**src/rtl/vec_accum.sv**
```systemverilog
// Element-wise saturating vector accumulator.
// Sums a programmable number of signed fixed-point input vectors and hands the result downstream over valid/ready.
module vec_accum #(
  parameter int ARR_WIDTH = 16,
  parameter int FXP_N     = 16,
  parameter int CNT_W     = 8
) (
  input  logic                         clock,
  input  logic                         reset,
  input  logic                         start,
  input  logic [CNT_W-1:0]             len,
  input  logic                         in_valid,
  output logic                         in_ready,
  input  logic [ARR_WIDTH*FXP_N-1:0]   in_data,
  output logic                         out_valid,
  input  logic                         out_ready,
  output logic [ARR_WIDTH*FXP_N-1:0]   out_data,
  output logic [ARR_WIDTH-1:0]         sat_flag,
  output logic                         busy
);

  typedef enum logic [1:0] {
    S_IDLE  = 2'd0,
    S_ACCUM = 2'd1,
    S_DRAIN = 2'd2
  } state_t;

  localparam logic [FXP_N-1:0] LANE_MAX = {1'b0, {(FXP_N-1){1'b1}}};
  localparam logic [FXP_N-1:0] LANE_MIN = {1'b1, {(FXP_N-1){1'b0}}};
  localparam logic [CNT_W-1:0] CNT_ONE  = {{(CNT_W-1){1'b0}}, 1'b1};

  // Saturating lane add; MSB of the result is the clamp indication.
  // The two top bits of the widened sum differ exactly when the true sum leaves the lane range.
  function automatic logic [FXP_N:0] sat_add(input logic [FXP_N-1:0] a, input logic [FXP_N-1:0] b);
    logic [FXP_N:0] sum;
    logic [FXP_N:0] res;
    sum = {a[FXP_N-1], a} + {b[FXP_N-1], b};
    if (sum[FXP_N] != sum[FXP_N-1]) begin
      if (sum[FXP_N]) begin
        res = {1'b1, LANE_MIN};
      end else begin
        res = {1'b1, LANE_MAX};
      end
    end else begin
      res = {1'b0, sum[FXP_N-1:0]};
    end
    return res;
  endfunction

  state_t                       r_state;
  logic [CNT_W-1:0]             r_remaining;
  logic                         r_first;
  logic [ARR_WIDTH*FXP_N-1:0]   r_acc;
  logic [ARR_WIDTH-1:0]         r_sat_flag;
  logic                         r_in_ready;
  logic                         r_out_valid;
  logic                         r_busy;

  state_t                       w_next_state;
  logic                         w_start_ok;
  logic                         w_accept;
  logic                         w_last;
  logic [CNT_W-1:0]             w_len_eff;
  logic [ARR_WIDTH*FXP_N-1:0]   w_acc_next;
  logic [ARR_WIDTH-1:0]         w_sat_next;
  logic [FXP_N:0]               w_lane;

  assign w_start_ok = (r_state == S_IDLE) && start;
  assign w_accept   = in_valid && r_in_ready;
  assign w_last     = w_accept && (r_remaining == CNT_ONE);
  assign w_len_eff  = (len == {CNT_W{1'b0}}) ? CNT_ONE : len;

  // Next-state selection for the IDLE/ACCUM/DRAIN sequence.
  always_comb begin
    w_next_state = r_state;
    case (r_state)
      S_IDLE: begin
        if (start) begin
          w_next_state = S_ACCUM;
        end else begin
          w_next_state = S_IDLE;
        end
      end
      S_ACCUM: begin
        if (w_last) begin
          w_next_state = S_DRAIN;
        end else begin
          w_next_state = S_ACCUM;
        end
      end
      S_DRAIN: begin
        if (r_out_valid && out_ready) begin
          w_next_state = S_IDLE;
        end else begin
          w_next_state = S_DRAIN;
        end
      end
      default: w_next_state = S_IDLE;
    endcase
  end

  // Per-lane accumulate datapath; the first beat loads without adding.
  always_comb begin
    w_acc_next = r_acc;
    w_sat_next = r_sat_flag;
    w_lane     = {(FXP_N+1){1'b0}};
    for (int i = 0; i < ARR_WIDTH; i++) begin
      w_lane = sat_add(r_acc[i*FXP_N +: FXP_N], in_data[i*FXP_N +: FXP_N]);
      if (r_first) begin
        w_acc_next[i*FXP_N +: FXP_N] = in_data[i*FXP_N +: FXP_N];
      end else begin
        w_acc_next[i*FXP_N +: FXP_N] = w_lane[FXP_N-1:0];
        w_sat_next[i]                = r_sat_flag[i] | w_lane[FXP_N];
      end
    end
  end

  // State register and handshake/status flops decoded from the next state.
  always_ff @(posedge clock or posedge reset) begin
    if (reset) begin
      r_state     <= S_IDLE;
      r_in_ready  <= 1'b0;
      r_out_valid <= 1'b0;
      r_busy      <= 1'b0;
    end else begin
      r_state     <= w_next_state;
      r_in_ready  <= (w_next_state == S_ACCUM);
      r_out_valid <= (w_next_state == S_DRAIN);
      r_busy      <= (w_next_state != S_IDLE);
    end
  end

  // Beat counter and first-beat marker.
  always_ff @(posedge clock or posedge reset) begin
    if (reset) begin
      r_remaining <= {CNT_W{1'b0}};
      r_first     <= 1'b0;
    end else if (w_start_ok) begin
      r_remaining <= w_len_eff;
      r_first     <= 1'b1;
    end else if (w_accept) begin
      r_remaining <= r_remaining - CNT_ONE;
      r_first     <= 1'b0;
    end
  end

  // Accumulator and sticky clamp flags; both hold after the result is taken.
  always_ff @(posedge clock or posedge reset) begin
    if (reset) begin
      r_acc      <= {(ARR_WIDTH*FXP_N){1'b0}};
      r_sat_flag <= {ARR_WIDTH{1'b0}};
    end else if (w_start_ok) begin
      r_sat_flag <= {ARR_WIDTH{1'b0}};
    end else if (w_accept) begin
      r_acc      <= w_acc_next;
      r_sat_flag <= w_sat_next;
    end
  end

  assign in_ready  = r_in_ready;
  assign out_valid = r_out_valid;
  assign out_data  = r_acc;
  assign sat_flag  = r_sat_flag;
  assign busy      = r_busy;

endmodule

```
**config.mk**
```make
export PLATFORM = sky130hd
export DESIGN_NAME = vec_accum
export DESIGN_NICKNAME = d
export VERILOG_FILES = /design/src/rtl/vec_accum.sv
export SDC_FILE = /design/constraint.sdc
export NUM_CORES = 1
export LEC_CHECK = 0
export BUFFER_PORTS_ARGS = -buffer_cell sky130_fd_sc_hd__buf_2
export CORE_ASPECT_RATIO = 1.4
export CORE_MARGIN = 3
export CORE_UTILIZATION = 32
export CTS_CLUSTER_SIZE = 12
export DETAILED_ROUTE_END_ITERATION = 8
export GPL_TIMING_DRIVEN = 0
export PLACE_DENSITY = 0.47
export RECOVER_POWER = 100
export SLEW_MARGIN = 15
export SYNTH_ARGS = -nofsm -noshare
export SYNTH_HDL_FRONTEND = slang
export SYNTH_SLANG_ARGS = --single-unit
```
**constraint.sdc**
```tcl
create_clock -name clock -period 26.1 [get_ports clock]
set_clock_uncertainty 0.15 [all_clocks]
set_input_delay 5.22 -clock clock [delete_from_list [all_inputs] [get_ports clock]]
set_output_delay 5.22 -clock clock [all_outputs]
set_load 0.1 [all_outputs]
```
# Word level (Yosys, flattened, before mapping)
# Index checks and enable logic that the tools add are counted.
[op_classes]
addsub = 17
n_eq_ne = 22
n_mux = 75
n_bitwise = 17
n_reduce_logical = 10
[op_table]
columns = ["operator", "n"]
rows = [
  ["2-to-1 mux 16 bit", 34],
  ["adder 16 x 16 -> 17 bit", 16],
  ["2-to-1 mux 17 bit", 16],
  ["2-to-1 mux 8 bit", 3],
  ["2-to-1 mux 1 bit", 19],
  ["!= test 1 bit", 16],
  ["OR 1 bit", 16],
  ["== test 8 x 1 -> 1 bit (second input constant)", 1],
  ["logical NOT 8 bit", 1],
  ["subtractor 8 x 1 -> 8 bit (second input constant)", 1],
  ["one-hot mux 2 bit (3 select lines)", 1],
  ["== test 2 x 1 -> 1 bit (second input constant)", 2],
  ["== test 2 bit (second input constant)", 2],
  ["logical AND 1 bit", 4],
  ["2-to-1 mux 2 bit", 2],
  ["AND reduction 2 bit", 2],
  ["nonzero test 2 bit", 2],
  ["logical NOT 2 bit", 1],
  ["!= test 2 x 1 -> 1 bit (second input constant)", 1],
  ["inverter 1 bit", 1],
]
[totals]
ff_bits = 286
input_bits = 269
out_inout_bits = 275
word_cells = 149

# Depth between registers and ports, before layout
# Gate-level depths: netlist (run 1).
[logic_depth]
word_depth = 7
depth_mapped = 12
depth_no_buf = 11

# Worst setup path after synthesis (run 1)
# OpenSTA, ideal clock, no wires.
[synth_timing]
path_type = "input -> register"
from = "in in_data[16]"
to = "reg r_acc[17], in the netlist out_data[17]"
setup_ns = 0.078
arrival_time_ns = 7.683
t_required_ns = 25.872
path_slack_ns = 18.189
stages = 12
n_path_buf = 1
cell_sequence = "ha_1 > inv_1 > fa_1 > nand2b_1 > a21oi_1 > o211ai_1 > a311oi_1 > nor3_1 > a2111oi_1 > a211oi_2 > buf_2 > a21oi_1"
[synth_via]
elab_chain_cells = 4
elab_cells_between_ends = 5
classes_between = "add/sub (1); eq/ne (1); mux (3)"
[synth_lines]
columns = ["element", "line", "source"]
rows = [
  ["start, declared", "14", "input logic [ARR_WIDTH*FXP_N-1:0] in_data,"],
  ["adder 16 x 16 -> 17 bit (*)", "37", "sum = {a[FXP_N-1], a} + {b[FXP_N-1], b};"],
  ["2-to-1 mux 16 bit / != test 1 bit (equally long branches)", "39, 38", ""],
  ["2-to-1 mux 17 bit (*)", "38", "if (sum[FXP_N] != sum[FXP_N-1]) begin"],
  ["2-to-1 mux 16 bit (*)", "109", "if (r_first) begin"],
  ["end signal, assigned", "150", "r_acc <= {(ARR_WIDTH*FXP_N){1'b0}};"],
  ["end signal, assigned", "155", "r_acc <= w_acc_next;"],
  ["end, declared", "53", "logic [ARR_WIDTH*FXP_N-1:0] r_acc;"],
]
# Every way passes the cells marked *; elsewhere a longest branch is shown, timed or not.
# A chain may end at the register's enable or synchronous reset.

==> results of run 1 <==
-- synth_stat cells (all sizes together) (36+ instances only) --
cell type and count:
o21ai 355, a21o 75, nor2 178, a21oi 387, nand2 184, inv 103, dfrtp 286, xnor2 120
xor2 43, nand2b 36, a211oi 40, or3 189, ha 258, o211ai 38, nand3 160, o21a 80
clkbuf 119, nor3 40
-- sequential cells by signal (all words and copies together) (netlist names) --
name and count:
out_valid 1, in_ready 1, sat_flag 16, r_state 2, r_first 1, busy 1
out_data 256, r_remaining 8
-- worst min-delay path: stages (launching register included) --
cell and delay (ps):
dfrtp_1 340, nand2_1 50, nand2_1 50
-- kinds of logic (layout without fill, tap and decap cells) --
| family | Yosys count | after routing |
|---|---|---|
| compound gates | 1228 | 1228 |
| simple gates | 932 | 932 |
| flops | 286 | 286 |
| fa+ha+maj | 275 | 275 |
| buf+inv | 242 | 857 |
| xor+xnor | 163 | 163 |
| mux | 19 | 19 |
| other cells | 0 | 17 |
-- worst paths after layout --
kind / startpoint / to / slack (ps) / depth (start not counted)
worst max-delay path: reset / out_data[169] / 15040 / 3
worst min-delay path: sat_flag[14] / sat_flag[14] / 320 / 2
worst max register to register: out_data[192] / out_data[193] / 21510 / 11
worst min register to register: sat_flag[14] / sat_flag[14] / 320 / 2
max in group clock: in_data[192] / out_data[193] / 17140 / 12
min in group asynchronous: reset / out_data[54] / 4830 / 2
-- final cells by class --
class                           count  share of cell area, %
Antenna cell                       17                 0.1370
Buffer                            139                  1.721
Clock buffer                       54                  3.752
Clock inverter                     15                 0.6447
Inverter                          103                  1.249
Multi-Input combinational cell   2617                  57.56
Sequential cell                   286                  23.05
Tap cell                         1062                  4.279
Timing Repair Buffer              546                  7.612
-- per-layer routing --
metal	GRT usage, %	wire, um	part of all wire, %
met1	29.96	44580	40
met3	5.692	7788	7.0
met2	45.28	55180	49
met5	0	199	0.18
met4	8.613	4123	3.7
-- per-stage QoR --
step	hold slack (ps)	util [%]	instance area (sq um)	worst slack [ps]	cells
3_3_place_gp	295.7	37.47	30220	7531	4750
4_1_cts	319.6	39.29	31690	17660	4822
3_5_place_dp	305.7	37.60	30320	17020	4753
2_1_floorplan	336.7	-	26170	12840	3145
6_report	320.3	38.50	31050	15040	4839
5_1_grt	361.2	38.47	31020	13750	4828
==> out/qor.csv, run 1 <==
metric,value,unit
worstPathRequired,25290,ps
synthArstFlopShare,100.0,%
max_freq,90.43,MHz
ctsResizeCount,0,
worst-endpoint-arrival,10250,ps
synthMuxAreaShare,0.7553,%
hold_viol_final,0,
clk_latency,580,ps
synth_cell_types,90,
ctsHoldBuffers,0,
drive_above_1_share,11.70,%
min_path_type,register to register,
antenna_found_initial,37,
final_cell_mix,"428 x clkbuf_1, 345 x o21ai_0, 340 x a21oi_1",
cts_setup_buffers,0,
via_count,27100,
synth_compound_area_share,30.56,%
die_h,344.4,um
cp.buffers_inverters,3,
violations,"max-capacitance violations, max-slew violations",
dieArea,0.08531,sq mm
drc,0,
max-cap-violations,4,
avgSynthCellArea,8.322,sq um
path_delay_family,buffers and inverters,
hpwl,85460,um
synth-adder-area-share,13.60,%
cts-htree-levels,2,
synth_top_flop_cell,dfrtp_1,
ys_warn_count,0,
ys_seq_area_share,27.34,%
max-slew-margin-rel,-266.9,%
cp_slowest_cell,clkbuf_1,
numCtsBuffers,39,
syn-cell-area,0.02617,sq mm
grt_use_total,25.42,%
pin_count,544,
max_stage_delay,3860,ps
cts_tree,yes,
drt_first_pass_iters,7,
start_util,32.46,%
synth.area.top_cells,"dfrtp_1 27%, ha_1 12%, o21ai_0 6.4%",
wl_per_cell,23.12,um
multi_input_area,0.01787,sq mm
drv_slew,293,
cts_buffer_depth,3,
synth_xor_area_share,5.455,%
synth-seq-cells,286,
overflow,0,
cp_max_fo,89,
worstSetupStartpointType,primary input,
via_per_inst,5.601,
worstMarginPinSlew,5503,ps
die_w,247.7,um
synthToLayoutAreaGrowth,18.63,%
synth-simple-area-share,18.49,%
final_antenna_net_count,0,
io_buffers,543,
path_cells,buf_2 > clkinvlp_2 > clkbuf_1,
wirelength,111900,um
nFillCells,8633,
clkTransAtPathRegs,60,ps
synth_top_family_by_area,compound AO/OA/AOI/OAI gates,
grt_pass1_wl,166700,um
finalCriticalPeriod,11060,ps
coreArea,0.08064,sq mm
synth_top_area_share,27.34,%
setup_viol,0,
numClockSinks,286,
final_common_cell,clkbuf_1,
ff_latch_area,0.007157,sq mm
synth-edff-count,0,
grt_max_degree,90,
worstSetupPathType,primary input to async pin,
drt_iter0_drc,1202,
status,"finished, violations left",
grt_pass1_vias,27010,
crit_path_end_kind,async pin,
rsz0062_at_grt,no,
rows,123,
nets,4275,
gp_congestion,0.8762,
clock_tree.root_cell,clkbuf_16,
synthCells,3145,
syn-num-nets,3688,
yosysTopAreaCell,dfrtp_1,
finalSetupTns,0,ps
finalCritPeriodShare,42.37,%
Power of run 1 is not shown: default switching activity piles up to over one toggle a cycle in this logic, so the estimate is an artifact.
==> run 2: changes to the inputs <==
--- a/config.mk
+++ b/config.mk
@@ -5,6 +5,7 @@
 export SDC_FILE = /design/constraint.sdc
 export NUM_CORES = 1
 export LEC_CHECK = 0
+export ABC_AREA = 1
 export BUFFER_PORTS_ARGS = -buffer_cell sky130_fd_sc_hd__buf_2
 export CORE_ASPECT_RATIO = 1.4
 export CORE_MARGIN = 3
==> constraint.sdc (replaced) <==
create_clock -name clock -period 10.8 [get_ports clock]
set_clock_uncertainty 0.15 [all_clocks]
set_input_delay 2.16 -clock clock [delete_from_list [all_inputs] [get_ports clock]]
set_output_delay 2.16 -clock clock [all_outputs]
set_load 0.1 [all_outputs]
==> run 2 against run 1 <==
Global-route usage down 1.3 points. Cell count up 42%. Via count up 20%. The run still ends with max-capacitance violations, max-slew violations left. Highest routed layer unchanged. Hold slack better by 23 ps. Die area up 15%.
==> out/qor.csv, run 2 <==
metric,value,unit,change
status,"finished, violations left",,
violations,"max-capacitance violations, max-slew violations",,
overflow,0,,unchanged
cts-htree-levels,2,,unchanged
ys_seq_area_share,23.80,%,-3.5 points
max-slew-margin-rel,-65.70,%,+200 points
yosysTopAreaCell,nand2_1,,
ctsResizeCount,0,,unchanged
worst-endpoint-arrival,5710,ps,-4540 ps
drt_first_pass_iters,7,,unchanged
hold_viol_final,0,,unchanged
via_per_inst,4.740,,-15%
worstMarginPinSlew,2472,ps,-3031 ps
ys_warn_count,0,,unchanged
fin_area,0.03546,sq mm,+14%
coreArea,0.09282,sq mm,+15%
die_h,368.7,um,+7.1%
wirelength,120400,um,+7.7%
die_w,265.1,um,+7.0%
synth_top_flop_cell,dfrtp_1,,
drv_slew,47,,-84%
finalCritPeriodShare,49.41,%,
worstPathRequired,11170,ps,-14120 ps
hpwl,96110,um,+12%
finalCriticalPeriod,5336,ps,
rsz0062_at_grt,no,,
worstSetupStartpointType,primary input,,
clk_latency,590,ps,about the same
synth_top_area_share,26.16,%,-1.2 points
cts_setup_buffers,0,,unchanged
syn-num-nets,5566,,+51%
drc,0,,unchanged
synth_common_cells,"2096 x nand2_1, 728 x nor2_1, 487 x inv_1, 318 x a21oi_1, 294 x nand3_1",,
numCtsBuffers,41,,+5.1%
dpl-instance-area,0.03440,sq mm,+13%
grt_pass1_wl,184200,um,+11%
nets,6155,,+44%
synth.area.top_cells,"nand2_1 26%, dfrtp_1 24%, ha_1 11%",,
hold_start,sat_flag[3],,
wl_per_cell,17.53,um,-24%
pin_count,544,,unchanged
final_common_cell,nand2_1,,
setup_viol,0,,unchanged
largest_reg_flops,256,,unchanged
holdPathStages,2,,unchanged
synth_cell_types,40,,-56%
max-cap-violations,1,,-3
syn-cell-area,0.03007,sq mm,+15%
min_path_type,register to register,,
ctsHoldBuffers,0,,unchanged
drive_above_1_share,7.675,%,-4.0 points
clkTransAtPathRegs,60,ps,about the same
synth-seq-cells,286,,unchanged
worst_slack,5464,ps,-9577 ps
yosysMostFrequentCell,nand2_1,,
final_antenna_net_count,0,,unchanged
regToRegEndpoint,out_data[220],,
place_ws,5876,ps,-11150 ps
synthArstFlopShare,100.0,%,unchanged
via_count,32560,,+20%
start_util,32.40,%,-0.056 points
synthCells,5023,,+60%
rrSetupSlack,6680,ps,-14830 ps
clock_tree.root_cell,clkbuf_16,,
crit_path_end_kind,register,,
final_cell_mix,"2106 x nand2_1, 729 x nor2_1, 487 x inv_1",,
cts_tree,yes,,
synthToLayoutAreaGrowth,17.92,%,
grt_max_degree,93,,+3.3%
avgSynthCellArea,5.987,sq um,-28%
hold_end,sat_flag[3],,
cts_buffer_depth,3,,unchanged
cp_max_fo,10,,-89%
max_freq,187.4,MHz,
grt_use_total,24.10,%,-1.3 points
drt_iter0_drc,1653,,+38%
r2r_start,r_state[0],,
grt_pass1_vias,32120,,+19%
hold_ws,343.1,ps,+22.81 ps
rows,132,,+7.3%
synth-edff-count,0,,unchanged
gp_congestion,0.9264,,+5.7%
io_buffers,543,,unchanged
r2r_cells,10,,-1
antenna_found_initial,43,,+16%
dieArea,0.09774,sq mm,+15%
numClockSinks,286,,unchanged
worstSetupPathType,primary input to register,,
==> run 2: area by class of cell <==
| class | instances | area, sq um |
|---|---|---|
| diodes | 21 | 52.55 |
| plain buffers | 125 | 670.6 |
| clock buffers | 64 | 1295 |
| clock inverters | 9 | 160.2 |
| fillers | 10620 | 57360 |
| inverters | 503 | 1889 |
| multi-input cells | 4109 | 20280 |
| flip-flops and latches | 286 | 7157 |
| well taps | 1206 | 1509 |
| repair buffers | 546 | 2450 |
==> run 2: cell families after synthesis <==
logic type	Yosys count	synth area share (%)
xor+xnor	153	4.456
simple gates	3242	43.07
fa+ha+maj	274	11.80
flops	286	23.80
buf+inv	628	8.662
compound gates	440	8.217
==> run 2: critical path, stage by stage <==
cell and delay (ps):
clkbuf_1 120, nand3_1 190, inv_1 250, nor2_1 180
clkinv_1 110, clkbuf_1 850, clkbuf_1 960, clkbuf_1 640
nand2_1 110, nand2_1 100
==> run 2: through the flow <==
step                std cells  TNS (ps)  util, %
floorplan                5023         0        -
global placement         6772  -1267350    36.95
detailed placement       6775         0    37.06
CTS                      6848         0    38.62
global route             6859         0    38.18
finish                   6869         0    38.21
==> run 2: routing by layer <==
metal  GRT usage [%]  up-vias  share of wire, %
li1                -    16880                 -
met1           27.76    14730                41
met2           43.19      725                49
met3           5.694      195               6.1
met4           8.858       24               3.6
met5               0        -              0.14
==> run 2: how the worst max path moves through the flow <==
stage	from	to	slack (ps)
6_report	start	out_data[220]	5460
5_1_grt	start	out_data[205]	5190
4_1_cts	in_data[176]	out_data[182]	6520
3_5_place_dp	in_data[176]	out_data[182]	5880
3_3_place_gp	reset	out_data[22]	-4480
2_1_floorplan	reset	busy	600
Power of run 2 is left out for the same reason.
